## src/rtl/fifo_arb_pkg.sv

```systemverilog
// Shared types and helpers for the FIFO write-port packet arbiter.
// Holds the FSM state encoding and the round-robin pick function.
package fifo_arb_pkg;

  typedef enum logic [1:0] {
    ST_IDLE = 2'd0,
    ST_ARB  = 2'd1,
    ST_XFER = 2'd2
  } arb_state_t;

  // Widest request vector rr_pick can scan; callers zero-extend into it.
  localparam int unsigned RR_MAX = 32;

  // Index of the first set bit at or after ptr, wrapping modulo n; 0 if none.
  function automatic int unsigned rr_pick(input logic [RR_MAX-1:0] req,
                                          input int unsigned ptr,
                                          input int unsigned n);
    int unsigned idx;
    int unsigned result;
    logic        found;
    result = 0;
    found  = 1'b0;
    for (int unsigned k = 0; k < RR_MAX; k++) begin
      idx = (ptr + k) % n;
      if ((k < n) && !found && req[idx]) begin
        result = idx;
        found  = 1'b1;
      end
    end
    return result;
  endfunction

endpackage

```

## src/rtl/rr_arbiter_core.sv

```systemverilog
// Round-robin priority pick with a registered pointer; the pointer moves
// to one past the winner whenever the owner signals completion.
module rr_arbiter_core
  import fifo_arb_pkg::*;
#(
  parameter int unsigned NUM_REQ = 4
) (
  input  logic                       clk,
  input  logic                       rst,
  input  logic [NUM_REQ-1:0]         req,
  input  logic                       upd,
  input  logic [$clog2(NUM_REQ)-1:0] upd_id,
  output logic [$clog2(NUM_REQ)-1:0] pick
);

  localparam int unsigned ID_W = $clog2(NUM_REQ);

  logic [ID_W-1:0]   rr_ptr;
  logic [RR_MAX-1:0] req_ext;

  always_comb begin
    req_ext                = '0;
    req_ext[NUM_REQ-1:0]   = req;
    pick = ID_W'(rr_pick(req_ext, 32'(rr_ptr), NUM_REQ));
  end

  // NUM_REQ is a power of two, so the increment wraps naturally.
  always_ff @(posedge clk or posedge rst) begin
    if (rst) begin
      rr_ptr <= '0;
    end else if (upd) begin
      rr_ptr <= upd_id + ID_W'(1);
    end
  end

endmodule

```

## src/rtl/fifo_wr_pkt_arbiter.sv

```systemverilog
// Round-robin whole-packet arbiter sharing one FIFO write port; a packet is
// granted only when the FIFO water level shows room for all of its words.
module fifo_wr_pkt_arbiter
  import fifo_arb_pkg::*;
#(
  parameter int unsigned NUM_REQ = 4,
  parameter int unsigned DATA_W  = 32,
  parameter int unsigned DEPTH   = 9,
  parameter int unsigned LEN_W   = 8
) (
  input  logic                       wr_clk,
  input  logic                       wrst,
  input  logic [NUM_REQ-1:0]         req,
  input  logic [NUM_REQ*LEN_W-1:0]   req_len,
  input  logic [NUM_REQ-1:0]         src_valid,
  input  logic [NUM_REQ*DATA_W-1:0]  src_data,
  output logic [NUM_REQ-1:0]         src_ready,
  output logic [NUM_REQ-1:0]         req_gnt,
  output logic [$clog2(NUM_REQ)-1:0] gnt_id,
  output logic                       fifo_w_en,
  output logic [DATA_W-1:0]          fifo_wdata,
  input  logic                       wfull,
  input  logic [DEPTH:0]             wr_water_level,
  output logic                       busy,
  output logic                       pkt_done
);

  localparam int unsigned ID_W = $clog2(NUM_REQ);

  arb_state_t       state, state_nxt;
  logic [ID_W-1:0]  cand, gnt_id_q, pick;
  logic [LEN_W-1:0] cnt, cand_len;
  logic [DEPTH:0]   free_words, need_words;
  logic             space_ok, cand_req, src_valid_g, wr_fire, last_word;
  logic             grant_now;
  logic [DATA_W-1:0] src_data_g;

  rr_arbiter_core #(
    .NUM_REQ (NUM_REQ)
  ) u_rr (
    .clk    (wr_clk),
    .rst    (wrst),
    .req    (req),
    .upd    (last_word),
    .upd_id (gnt_id_q),
    .pick   (pick)
  );

  // Candidate-side and granted-side muxes.
  always_comb begin
    cand_len    = '0;
    cand_req    = 1'b0;
    src_valid_g = 1'b0;
    src_data_g  = '0;
    for (int unsigned i = 0; i < NUM_REQ; i++) begin
      if (cand == ID_W'(i)) begin
        cand_len = req_len[i*LEN_W +: LEN_W];
        cand_req = req[i];
      end
      if (gnt_id_q == ID_W'(i)) begin
        src_valid_g = src_valid[i];
        src_data_g  = src_data[i*DATA_W +: DATA_W];
      end
    end
  end

  // Level never exceeds capacity, so DEPTH+1 bits hold the difference exactly.
  always_comb begin
    free_words = {1'b1, {DEPTH{1'b0}}} - wr_water_level;
    need_words = {{(DEPTH+1-LEN_W){1'b0}}, cand_len} + (DEPTH+1)'(1);
    space_ok   = free_words >= need_words;
    grant_now  = (state == ST_ARB) && cand_req && space_ok;
    wr_fire    = (state == ST_XFER) && src_valid_g && !wfull;
    last_word  = wr_fire && (cnt == '0);
  end

  always_ff @(posedge wr_clk or posedge wrst) begin
    if (wrst) begin
      state <= ST_IDLE;
    end else begin
      state <= state_nxt;
    end
  end

  always_comb begin
    state_nxt = state;
    unique case (state)
      ST_IDLE: if (|req) state_nxt = ST_ARB;
      ST_ARB: begin
        if (!cand_req)     state_nxt = ST_IDLE;
        else if (space_ok) state_nxt = ST_XFER;
      end
      ST_XFER: if (last_word) state_nxt = ST_IDLE;
      default: state_nxt = ST_IDLE;
    endcase
  end

  // Candidate is frozen on ARB entry so a blocked long packet keeps its turn.
  always_ff @(posedge wr_clk or posedge wrst) begin
    if (wrst) begin
      cand     <= '0;
      gnt_id_q <= '0;
      cnt      <= '0;
    end else begin
      if ((state == ST_IDLE) && (|req)) cand <= pick;
      if (grant_now) begin
        gnt_id_q <= cand;
        cnt      <= cand_len;
      end else if (wr_fire) begin
        cnt <= cnt - LEN_W'(1);
      end
    end
  end

  always_comb begin
    src_ready  = '0;
    req_gnt    = '0;
    fifo_w_en  = 1'b0;
    fifo_wdata = '0;
    pkt_done   = 1'b0;
    busy       = (state != ST_IDLE);
    gnt_id     = gnt_id_q;
    if (state == ST_XFER) begin
      req_gnt[gnt_id_q]   = 1'b1;
      src_ready[gnt_id_q] = wr_fire;
      fifo_w_en           = wr_fire;
      fifo_wdata          = src_data_g;
      pkt_done            = last_word;
    end
  end

endmodule
```

## config.mk

```make
export PLATFORM = sky130hd
export DESIGN_NAME = fifo_wr_pkt_arbiter
export DESIGN_NICKNAME = d
export VERILOG_FILES = /design/src/rtl/fifo_arb_pkg.sv /design/src/rtl/rr_arbiter_core.sv /design/src/rtl/fifo_wr_pkt_arbiter.sv
export SDC_FILE = /design/constraint.sdc
export NUM_CORES = 1
export LEC_CHECK = 0
export CAP_MARGIN = 20
export CORE_MARGIN = 4
export CORE_UTILIZATION = 36
export CTS_CLUSTER_SIZE = 14
export DETAILED_ROUTE_END_ITERATION = 12
export HOLD_SLACK_MARGIN = 0.12
export PLACE_DENSITY = 0.93
export SETUP_SLACK_MARGIN = 0.4
export SYNTH_ARGS = -nofsm -noshare
export SYNTH_HDL_FRONTEND = slang
export SYNTH_SLANG_ARGS = --single-unit
```

## constraint.sdc

```tcl
create_clock -name wr_clk -period 6.7 [get_ports wr_clk]
set_input_delay 0.67 -clock wr_clk [delete_from_list [all_inputs] [get_ports wr_clk]]
set_output_delay 0.67 -clock wr_clk [all_outputs]
set_load 0.02 [all_outputs]
```

-- Word level (Yosys, flattened, before mapping)
Cells that the tools add are included.
- register bits: 16
- output and inout bits: 45
- input bits: 181
- logic and storage cells: 98
- magnitude comparators: 7
- muxes and demuxes: 45
- $add $sub $neg: 7
- reduce and logical (&&, ||, !) cells: 22
- bitwise operators: 1
- equality and inequality tests: 11
- operators with widths (cell ; number):
    $mux W32 ; 5
    $mux W8 ; 6
    $lt A2 B6 Y1 const B ; 4
    $mux W1 ; 18
    $mux W2 ; 8
    $eq A2 B2 Y1 const B ; 5
    $ge A10 B9 Y1 ; 1
    $logic_and A1 B1 Y1 ; 10
    $sub A10 B10 Y10 const A ; 1
    $add A8 B1 Y9 const B ; 1
    $bmux W1 S2 ; 4
    $logic_not A8 Y1 ; 1
    $mux W4 ; 2
    $sub A8 B1 Y8 const B ; 1
    $eq A2 B1 Y1 const B ; 3
    $logic_not A2 Y1 ; 3
    $pmux W2 S3 ; 1
    $add A2 B1 Y2 const B ; 2
    $add A2 B2 Y2 const B ; 2
    $and A4 B4 Y4 ; 1
    $logic_not A1 Y1 ; 4
    $ne A2 B2 Y1 const B ; 2
    $reduce_bool A2 Y1 ; 2
    $reduce_or A4 Y1 ; 1
    other kinds (5) ; 5

-- Longest topological paths before layout
Gate-level depths: netlist of run 1.
- depth after elaboration: 12
- mapped depth: 12
- mapped depth without buffers: 12

-- By module
Synthesis of run 1 repeated with hierarchy kept, for this count alone.
- cell total of the unflattened synthesis: 242
- area, all modules: 2590.0 um2
- modules (own cells, without submodules) (module ; cells each ; times used ; seq. area each (um2) ; area each (um2)):
    fifo_wr_pkt_arbiter ; 223 ; 1 ; 350.3 ; 2443.6
    rr_arbiter_core ; 19 ; 1 ; 50.0 ; 146.4

-- Least setup slack after synthesis of run 1
No wires, ideal clock.
- path type: input to register
- start point: in req_len[27]
- end point: reg gnt_id_q[1] (netlist: gnt_id[1])
- buffers on the path: 0
- cell stages on the path: 10
- library setup time: 0.125 ns
- arrival: 3.048 ns
- required time: 6.575 ns
- path slack: 3.527 ns
- cells stage by stage: mux4_2 > and2_1 > and3_1 > nand3_1 > xor2_1 > ha_1 > and3_1 > a211oi_2 > nor2_8 > mux2_4
- longest elaborated chain between the ends: 4
- RTL lines (what ; RTL line ; RTL):
    start, declared ; fifo_wr_pkt_arbiter.sv:14 ; input logic [NUM_REQ*LEN_W-1:0] req_len,
    $mux W8 ; fifo_wr_pkt_arbiter.sv:56 ; if (cand == ID_W'(i)) begin
    $add A8 B1 Y9 ; fifo_wr_pkt_arbiter.sv:70 ; need_words = {{(DEPTH+1-LEN_W){1'b0}}, cand_len} + (DEPTH+1)'(1);
    $ge A10 B9 Y1 ; fifo_wr_pkt_arbiter.sv:71 ; space_ok = free_words >= need_words;
    $logic_and A1 B1 Y1 ; fifo_wr_pkt_arbiter.sv:72 ; grant_now = (state == ST_ARB) && cand_req && space_ok;
    end signal, assigned ; fifo_wr_pkt_arbiter.sv:107 ; gnt_id_q <= cand;
    end, declared ; fifo_wr_pkt_arbiter.sv:31 ; logic [ID_W-1:0] cand, gnt_id_q, pick;
Every way passes these cells.
A chain may end at the register's enable or synchronous reset.

-- Worst setup path after layout of run 1
- start point: reg gnt_id_q[0] (netlist: gnt_id[0])
- end point: out pkt_done
- longest elaborated chain between the ends: 9
- elaborated cells on any way between the ends: 12
- classes of those cells: eq/ne: 3; mux: 5; reduce/logical: 4
- RTL lines (what ; RTL line ; RTL):
    $logic_not A2 Y1 ; fifo_wr_pkt_arbiter.sv:60 ; if (gnt_id_q == ID_W'(i)) begin
    $mux W1 (3 in series) ; fifo_wr_pkt_arbiter.sv:60 ;
    $mux W1 * ; fifo_wr_pkt_arbiter.sv:60 ;
    $logic_and A1 B1 Y1 * (2 in series) ; fifo_wr_pkt_arbiter.sv:73 ; wr_fire = (state == ST_XFER) && src_valid_g && !wfull;
    $logic_and A1 B1 Y1 * ; fifo_wr_pkt_arbiter.sv:74 ; last_word = wr_fire && (cnt == '0);
    $mux W1 * ; fifo_wr_pkt_arbiter.sv:123 ; if (state == ST_XFER) begin
    end, declared ; fifo_wr_pkt_arbiter.sv:25 ; output logic pkt_done
Mark *: on every way between the ends. The rest lies on a longest branch, timed or not.

==> summary by stage, run 1 <==
Timing
Of the available clock period, the critical path in the final layout requires 0.617. Hold is met by 0.544 ns. The maximum achievable frequency is 242 MHz.

Setup repair after global routing left no endpoint under its margin. The worst clock skew on the final layout is 0.00329 ns. The final number of max-transition violations is 0. The time the worst path needs with I/O delays and setup is 4.14 ns. The actual transition at the worst max-transition pin is 1.06 ns. Headroom to the max-slew limit came out at 0.292. Across all setup checks in the final design, the least slack found is 2.56 ns.

The hold violation count in the final report is 0. The total negative setup slack is 0 ns. Setup violations remaining at the end of the flow were counted as 0.

GRT
The via count of the first global-routing pass came to 3,651. Across every metal layer, demand over resource in global routing totals 0.252. Entering global routing, the biggest net connects 70 pins.

The first-pass GRT wire length is 18,100 µm. The global-route track usage on met2 is 0.479. The number of antenna violations at the first check in global routing is 1.

The layer carrying the most global-route usage is met2. For met3 alone, demand over resource in global routing was 0.0742. The total congestion overflow is 0. The met1 layer usage reported by global route is 0.276.

Drt
The routed layout has 3,678 vias. The number of vias per cell is 5.49. The detailed-routing iteration count for the pre-antenna-repair pass is 5. Once detail routing completed, the nets flagged for antenna violations numbered 0. In the final routed layout, each cell accounts on average for 18.7 µm.

After detailed routing, the total wire length is 12,500 µm. The DRC violation count after routing is 0. The violation count after the first detailed-route iteration is 182.

Floorplanning
The height of the die is 95.5 µm. The horizontal extent of the die is 95.5 µm. The placeable core area is 0.00733 mm². The area enclosed by the die boundary is 0.00912 mm². The initial standard-cell utilization of the core is 0.376.

The floorplan has 31 rows. Pin placement for this block handled 226 I/O pins.

Pwr
Overall power consumption after layout is estimated at 1.50 mW. In this run the static leakage power is 1.91 nW. VDD sags by at most 0.216 mV.

Power spread over the standard cell area amounts to 294 mW/mm².

Synthesis
The fraction of the mapped netlist area in compound gates was 0.219. Of the total synthesized cell area, the portion taken by full adders, half adders and majority gates is 0.0727. The largest family of logic cells by synthesized area is simple AND/OR/NAND/NOR gates.

The share of flip-flops with an asynchronous set or reset is 1.00. Of the total synthesized cell area, the portion taken by AND, OR, NAND and NOR gates is 0.309. The count of flip-flops with a built-in enable after synthesis is 0. After synthesis the cells add up to 0.00276 mm². The count of distinct cell types in the synthesized netlist is 41. The xor and xnor area share after synthesis is 0.0636. The most used flip-flop cell after synthesis is sky130_fd_sc_hd__dfrtp_1.

Of all cell types, the one taking the most synthesized area is sky130_fd_sc_hd__dfrtp_1. The number of nets in the synthesized netlist is 566. The portion of synthesized cell area occupied by the leading cell type is 0.145. The proportion of synthesized chip area in sequential cells is 0.145. Yosys attributes the largest share of cell area to sky130_fd_sc_hd__dfrtp_1 15%, sky130_fd_sc_hd__a221oi_1 10%, sky130_fd_sc_hd__nor2b_1 7.7%, sky130_fd_sc_hd__a21oi_1 7.3%, sky130_fd_sc_hd__ha_1 7.3%.

The flop and latch count out of synthesis is 16. The per-instance average area after synthesis is 7.47 µm². Counting every instance in the synthesized netlist gives 369. The count of warnings emitted by yosys is 0.

The portion of synthesized area spent on multiplexers is 0.128.

Clocking
The clock tree from TritonCTS is yes. The latest clock arrival within the worst-skew pair is 0.25 ns. The CTS clock-pin slew for the worst setup and hold paths is 0.06 ns. The number of buffers added to fix hold violations after cts is 0.

The clock passes through at most 2 buffers. In this run the post-CTS setup repair buffer count came out at 0. The buffer type at the clock tree root is sky130_fd_sc_hd__clkbuf_8. CTS built an H-tree with a depth of 1. The total of cells resized after clock tree synthesis is 0. Counting the buffers created by CTS gives 3. Clock tree synthesis found a total of 16 sinks.

Status
The flow ran to the end, and the final reports show no timing, DRC or antenna violations.

Hold path
The tightest min-delay check is of the flip-flop to flip-flop type.

Cells and area
The final standard cell area without fillers is 0.00510 mm². The final net count is 770. Of the cells placed in the final design, the portion with a size suffix greater than 1 is 0.0578. The core occupancy in the finished layout is 0.696. The number of standard cells in the final layout excluding fillers is 670. 0 antenna diodes ended up in the layout.

The area overhead of the layout relative to synthesis is 85.2%.

Place
The wire-length estimate of the detail-placed layout is 9910 µm. The number of port buffers is 225. The standard cell area after detailed placement is 0.00504 mm².

The weighted congestion reported at the end of routability-driven placement is 0.884. The count of placed standard cells including taps is 666. The pre-CTS setup slack is 2.77 ns.

Worst setup path
The kind of launch point of the worst setup path is a flip-flop. In this run the worst path has a maximum fanout of 68. Data on the critical path arrives at its endpoint at 3.47 ns. The category of the worst setup path capture point is an output port. The worst setup path is of the flip-flop to output port kind. The critical path data required time is 6.03 ns.

Flow run
Max-cap violations in this run came to 0.
layer usage:
layer	vias to the layer above	part of all wire
met5	-	0.0010
met4	2	0.022
met3	33	0.087
met2	176	0.53
met1	1712	0.36
li1	1755	-
logic make-up after synthesis:
| logic type | after synthesis |
|---|---|
| and+or+nand+nor | 163 |
| AOI/OAI and AO/OA | 89 |
| buffers and inverters | 44 |
| muxes | 21 |
| xor gates and xnor gates | 20 |
| adders and majority gates | 16 |
| DFF | 16 |
power by group:
part / total [mW] / internal (mW) / switching [mW] / leakage [nW]
clock: 0.0738 / 0.0400 / 0.0338 / 0.0216
combinational: 1.22 / 0.597 / 0.623 / 1.69
sequential: 0.205 / 0.139 / 0.0658 / 0.198
total: 1.50 / 0.776 / 0.723 / 1.91
critical path, stage by stage, from the launching register on:
cell,delay [ns]
sky130_fd_sc_hd__dfrtp_1,0.44
sky130_fd_sc_hd__inv_1,0.10
sky130_fd_sc_hd__ha_2,0.52
sky130_fd_sc_hd__nor2b_1,0.28
sky130_fd_sc_hd__o21ai_0,0.25
sky130_fd_sc_hd__o311a_1,0.57
sky130_fd_sc_hd__nand3_1,0.24
sky130_fd_sc_hd__inv_1,0.16
sky130_fd_sc_hd__clkdlybuf4s50_1,0.63
registers in the layout, indices dropped and copies added (netlist names):
| signal | cells |
|---|---|
| cnt | 8 |
| state | 2 |
| cand | 2 |
| u_rr.rr_ptr | 2 |
| gnt_id | 2 |
final cells by class:
| cell class | instances | area, µm² |
|---|---|---|
| Clock buffer | 3 | 41.3 |
| Fill cell | 555 | 2230 |
| Inverter | 14 | 52.6 |
| Multi-Input combinational cell | 309 | 2190 |
| Sequential cell | 16 | 400 |
| Tap cell | 99 | 124 |
| Timing Repair Buffer | 229 | 2290 |
Yosys cell counts, types with 2 or more instances:
library cell               instances
sky130_fd_sc_hd__mux2_2            2
sky130_fd_sc_hd__dfrtp_1          16
sky130_fd_sc_hd__a21oi_1          40
sky130_fd_sc_hd__nand2_1          16
sky130_fd_sc_hd__ha_1             16
sky130_fd_sc_hd__mux4_2            8
sky130_fd_sc_hd__o41ai_1           2
sky130_fd_sc_hd__and3_1            4
sky130_fd_sc_hd__and2_1            8
sky130_fd_sc_hd__nor2_1           45
sky130_fd_sc_hd__xor2_1            5
sky130_fd_sc_hd__inv_1            14
sky130_fd_sc_hd__nand3_1           7
sky130_fd_sc_hd__buf_2             2
sky130_fd_sc_hd__o21ai_0           6
sky130_fd_sc_hd__o22ai_1           2
sky130_fd_sc_hd__nor3_1           35
sky130_fd_sc_hd__mux2i_1           3
sky130_fd_sc_hd__mux2_4            8
sky130_fd_sc_hd__a221oi_1         32
sky130_fd_sc_hd__nand2b_1          5
sky130_fd_sc_hd__nor2b_1          34
sky130_fd_sc_hd__clkbuf_1         26
sky130_fd_sc_hd__o21a_1            2
sky130_fd_sc_hd__xnor2_1          15
path summary, 6_finish.rpt:
check / start / endpoint / slack, ns / cells past startpoint
max: gnt_id[0]$_DFFE_PP0P_ / pkt_done / 2.56 / 8
min: u_rr.rr_ptr[0]$_DFFE_PP0P_ / u_rr.rr_ptr[0]$_DFFE_PP0P_ / 0.54 / 2
max reg2reg: cand[0]$_DFFE_PP0P_ / cnt[1]$_DFFE_PP0P_ / 3.12 / 10
min reg2reg: u_rr.rr_ptr[0]$_DFFE_PP0P_ / u_rr.rr_ptr[0]$_DFFE_PP0P_ / 0.54 / 2
max in group asynchronous: wrst / cnt[6]$_DFFE_PP0P_ / 5.48 / 2
min in group asynchronous: wrst / state[0]$_DFFE_PP0P_ / 0.80 / 2
placed cells by master (no fill, tap or decap), types with 2 or more instances in the layout:
cell and n:
sky130_fd_sc_hd__nor2_1 45, sky130_fd_sc_hd__inv_1 14, sky130_fd_sc_hd__o21ai_0 6, sky130_fd_sc_hd__o41ai_1 2
sky130_fd_sc_hd__mux2i_1 3, sky130_fd_sc_hd__xor2_1 5, sky130_fd_sc_hd__mux2_2 2, sky130_fd_sc_hd__ha_1 14
sky130_fd_sc_hd__nand2_1 16, sky130_fd_sc_hd__mux4_2 8, sky130_fd_sc_hd__nor3_1 35, sky130_fd_sc_hd__buf_4 3
sky130_fd_sc_hd__o21a_1 2, sky130_fd_sc_hd__clkdlybuf4s50_1 225, sky130_fd_sc_hd__a21oi_1 40, sky130_fd_sc_hd__nand2b_1 5
sky130_fd_sc_hd__and3_1 4, sky130_fd_sc_hd__mux2_4 8, sky130_fd_sc_hd__a221oi_1 32, sky130_fd_sc_hd__ha_2 2
sky130_fd_sc_hd__clkbuf_8 3, sky130_fd_sc_hd__dfrtp_1 16, sky130_fd_sc_hd__and2_1 8, sky130_fd_sc_hd__o22ai_1 2
sky130_fd_sc_hd__xnor2_1 15, sky130_fd_sc_hd__nor2b_1 33, sky130_fd_sc_hd__nand3_1 7
Power figures use the tool's default switching activity.
==> run 2, diff against run 1 <==
- CORE_UTILIZATION: 36 -> 34
- PLACE_DENSITY: 0.93 -> 0.89
- clock period: 6.7 -> 3.85 ns (I/O delays scaled with it)
==> summary by stage, run 2 (synthesis results as in run 1) <==
Timing
The worst slew margin relative to its limit is 0.524 (+0.232). The final count of negative-setup-slack endpoints was 0 (unchanged). The worst hold margin is 0.522 ns (-0.0223 ns). The total negative setup slack is 0 ns (unchanged). Dividing the final minimum period by the clock period gives 0.860. The hold violation count in the final report is 0 (unchanged). Based on the critical path, the design can be clocked at up to 302 MHz. Setup repair after global routing could not meet its margin everywhere. The setup slack after layout came to 0.539 ns (-2.03 ns). The final number of max-transition violations is 0 (unchanged).

For the finished layout, the period the worst path requires is 3.31 ns. The worst clock skew on the final layout came to 0.000733 ns (-0.00255 ns). The actual transition at the worst max-transition pin is 0.704 ns (-0.358 ns).

Cells and area
The number of standard cells in the final layout excluding fillers was 675 (+0.75%). The core occupancy in the finished layout is 0.657 (-0.0390). The fraction of final layout cells with drive strength greater than 1 was 0.0663 (+0.00852). The final net count is 771 (+0.13%).

The count of inserted antenna diode cells is 0 (unchanged). The number of flip-flops under the largest register name is 8 (unchanged). Leaving out fill and tap cells, the most frequent cells in the layout are 225 x sky130_fd_sc_hd__clkdlybuf4s50_1, 45 x sky130_fd_sc_hd__nor2_1, 40 x sky130_fd_sc_hd__a21oi_1. The final standard cell area without fillers was 0.00513 mm² (+0.54%). Leaving out fill and tap cells, the most frequent cell in the layout is sky130_fd_sc_hd__clkdlybuf4s50_1. The register with the most flip-flops in the final layout is cnt. The area overhead of the layout relative to synthesis is 86.2%.

Worst setup path
The startpoint of the most critical setup path is cand[0]$_DFFE_PP0P_. The worst register-to-register path begins at cand[0]$_DFFE_PP0P_. The biggest fanout along the worst timing path is 12 (-82%).

The worst setup path is captured at a flip-flop. The critical path class is flip-flop to flip-flop. The critical path data required time is 3.99 ns (-2.04 ns). STA classifies the critical path startpoint as a flip-flop. The data arrival time of the worst path came to 3.45 ns (-0.02 ns).

Drt
The detailed-routing iteration count for the pre-antenna-repair pass is 4 (-1). The detail-routed net length per standard cell is 18.5 µm (-0.95%). The residual antenna-violating net count after detailed routing is 0 (unchanged). The violation count after the first detailed-route iteration came to 240 (+32%). The number of vias per cell is 5.46 (-0.58%). The DRC violation count after routing was 0 (unchanged). The via total after detailed routing is 3,684 (+0.16%). The sum of routed wire length over all layers came to 12,500 µm (-0.21%).

Clocking
The number of buffers created by CTS is 3 (unchanged). The number of buffers between clock root and the deepest sink is 2 (unchanged). Clock tree synthesis selected as its root buffer the cell sky130_fd_sc_hd__clkbuf_8. The CTS clock-pin slew for the worst setup and hold paths was 0.07 ns (about the same).

TritonCTS built the clock tree. The depth of the CTS H-tree is 1 (unchanged). The latest clock arrival within the worst-skew pair is 0.25 ns (about the same). The total setup buffers inserted after CTS came to 0 (unchanged).

The clock sink total is 16 (unchanged).

Floorplanning
The placeable core area is 0.00781 mm² (+6.5%). The I/O pin total came to 226 (unchanged). The initial standard-cell utilization of the core is 0.353 (-0.0229). The area enclosed by the die boundary is 0.00961 mm² (+5.4%).

The standard-cell row count is 32 (+3.2%). The height of the die is 98.0 µm (+2.7%). The horizontal extent of the die is 98.0 µm (+2.7%).

Place
The standard cell area after detailed placement is 0.00506 mm² (+0.37%). The estimated wirelength of the detail-placed design is 10,400 µm (+4.7%). The pre-CTS setup slack is 0.270 ns (-2.50 ns). The weighted congestion reported at the end of routability-driven placement was 0.936 (+5.8%).

The number of port buffers is 225 (unchanged). The count of placed standard cells including taps is 671 (+0.75%).

GRT
The maximum number of pins on one net before global-route repair was 67 (-4.3%). The global-route track usage on met2 is 0.444 (-0.0347). The via count of the first global-routing pass was 3,746 (+2.6%). The met1 layer usage reported by global route is 0.286 (+0.0101). The total congestion overflow is 0 (unchanged). The overall track demand over capacity in global routing is 0.244 (-0.00793). In this run the most used layer during global routing was met2. The number of antenna violations at the first check in global routing is 0 (-1). The first-pass GRT wire length is 19,200 µm (+5.9%). The global routing usage on met3 is 0.0514 (-0.0228).

Pwr
The internal power came to 1.37 mW (+77%). The clock network fraction of design power is 0.058 (+0.009). The power after layout came to 2.64 mW (+76%).

The power density of the placed cells is 515 mW/mm² (+75%). The share of power burned in registers is 0.137 (about the same). The largest voltage drop on the vdd net is 0.317 mV (+47%).

The power spent charging and discharging nets is 1.27 mW (+76%). The switching fraction of total power is 0.481 (-0.00152). The leakage power summed over all cells is 1.92 nW (+0.49%). The share of power burned in combinational logic is 0.805 (-0.009).

Hold path
The tightest min-delay check is of the input pin to asynchronous set/reset pin type.

Status
The flow ran to the end, and the final reports show no timing, DRC or antenna violations.

Flow run
The number of max-cap violations is 0 (unchanged).
## run 2: path summary, 6_finish.rpt
| check | depth (start not counted) | endpoint | slack, ns |
|---|---|---|---|
| setup / recovery | 10 | cnt[2]$_DFFE_PP0P_ | 0.54 |
| hold / removal | 2 | cand[1]$_DFFE_PP0P_ | 0.52 |
| setup reg to reg | 10 | cnt[2]$_DFFE_PP0P_ | 0.54 |
| hold reg to reg | 2 | u_rr.rr_ptr[0]$_DFFE_PP0P_ | 0.53 |
| max in group asynchronous | 2 | cand[0]$_DFFE_PP0P_ | 2.87 |
| min in group wr_clk | 2 | u_rr.rr_ptr[0]$_DFFE_PP0P_ | 0.53 |
## run 2: critical path, cell delays in order (launching register included)
cell	delay, ns
sky130_fd_sc_hd__dfrtp_4	0.55
sky130_fd_sc_hd__mux4_2	0.59
sky130_fd_sc_hd__and2_1	0.19
sky130_fd_sc_hd__and3_1	0.20
sky130_fd_sc_hd__xnor2_1	0.13
sky130_fd_sc_hd__ha_1	0.31
sky130_fd_sc_hd__a21oi_1	0.13
sky130_fd_sc_hd__o221ai_1	0.19
sky130_fd_sc_hd__a211oi_4	0.45
sky130_fd_sc_hd__nor2_8	0.12
sky130_fd_sc_hd__mux2_4	0.34
## run 2: timing repair
item / CTS / global route
hold buffers: 0 / 0
pin swaps: 0 / 0
endpoints found under the setup margin: 10 / 11
resized for setup: 2 / 3
## run 2: layout make-up
cell class                 instances  area (µm²)
fill                             635        2680
multi-input combinational        309        2200
clock buffer                       4        55.1
timing repair buffer             230        2290
inverter                          14        52.6
tap                              102         128
sequential                        16         404
## run 2: metal layers
metal  part of all wire  routed length (µm)  vias up
met1               0.39                4920     1731
met3              0.066                 821       28
met4              0.029                 366        0
met2               0.51                6390      168
met5                  0                   0        -
li1                   -                   -     1757
## run 2: power by group through the flow
| stage | clock, mW | combinational, mW | sequential, mW |
|---|---|---|---|
| floorplan | 0 | 1.42 | 0.310 |
| global placement | 0 | 2.03 | 0.355 |
| detailed placement | 0 | 2.10 | 0.361 |
| CTS | 0.154 | 2.11 | 0.360 |
| global route | 0.164 | 2.31 | 0.378 |
| finish | 0.154 | 2.13 | 0.361 |
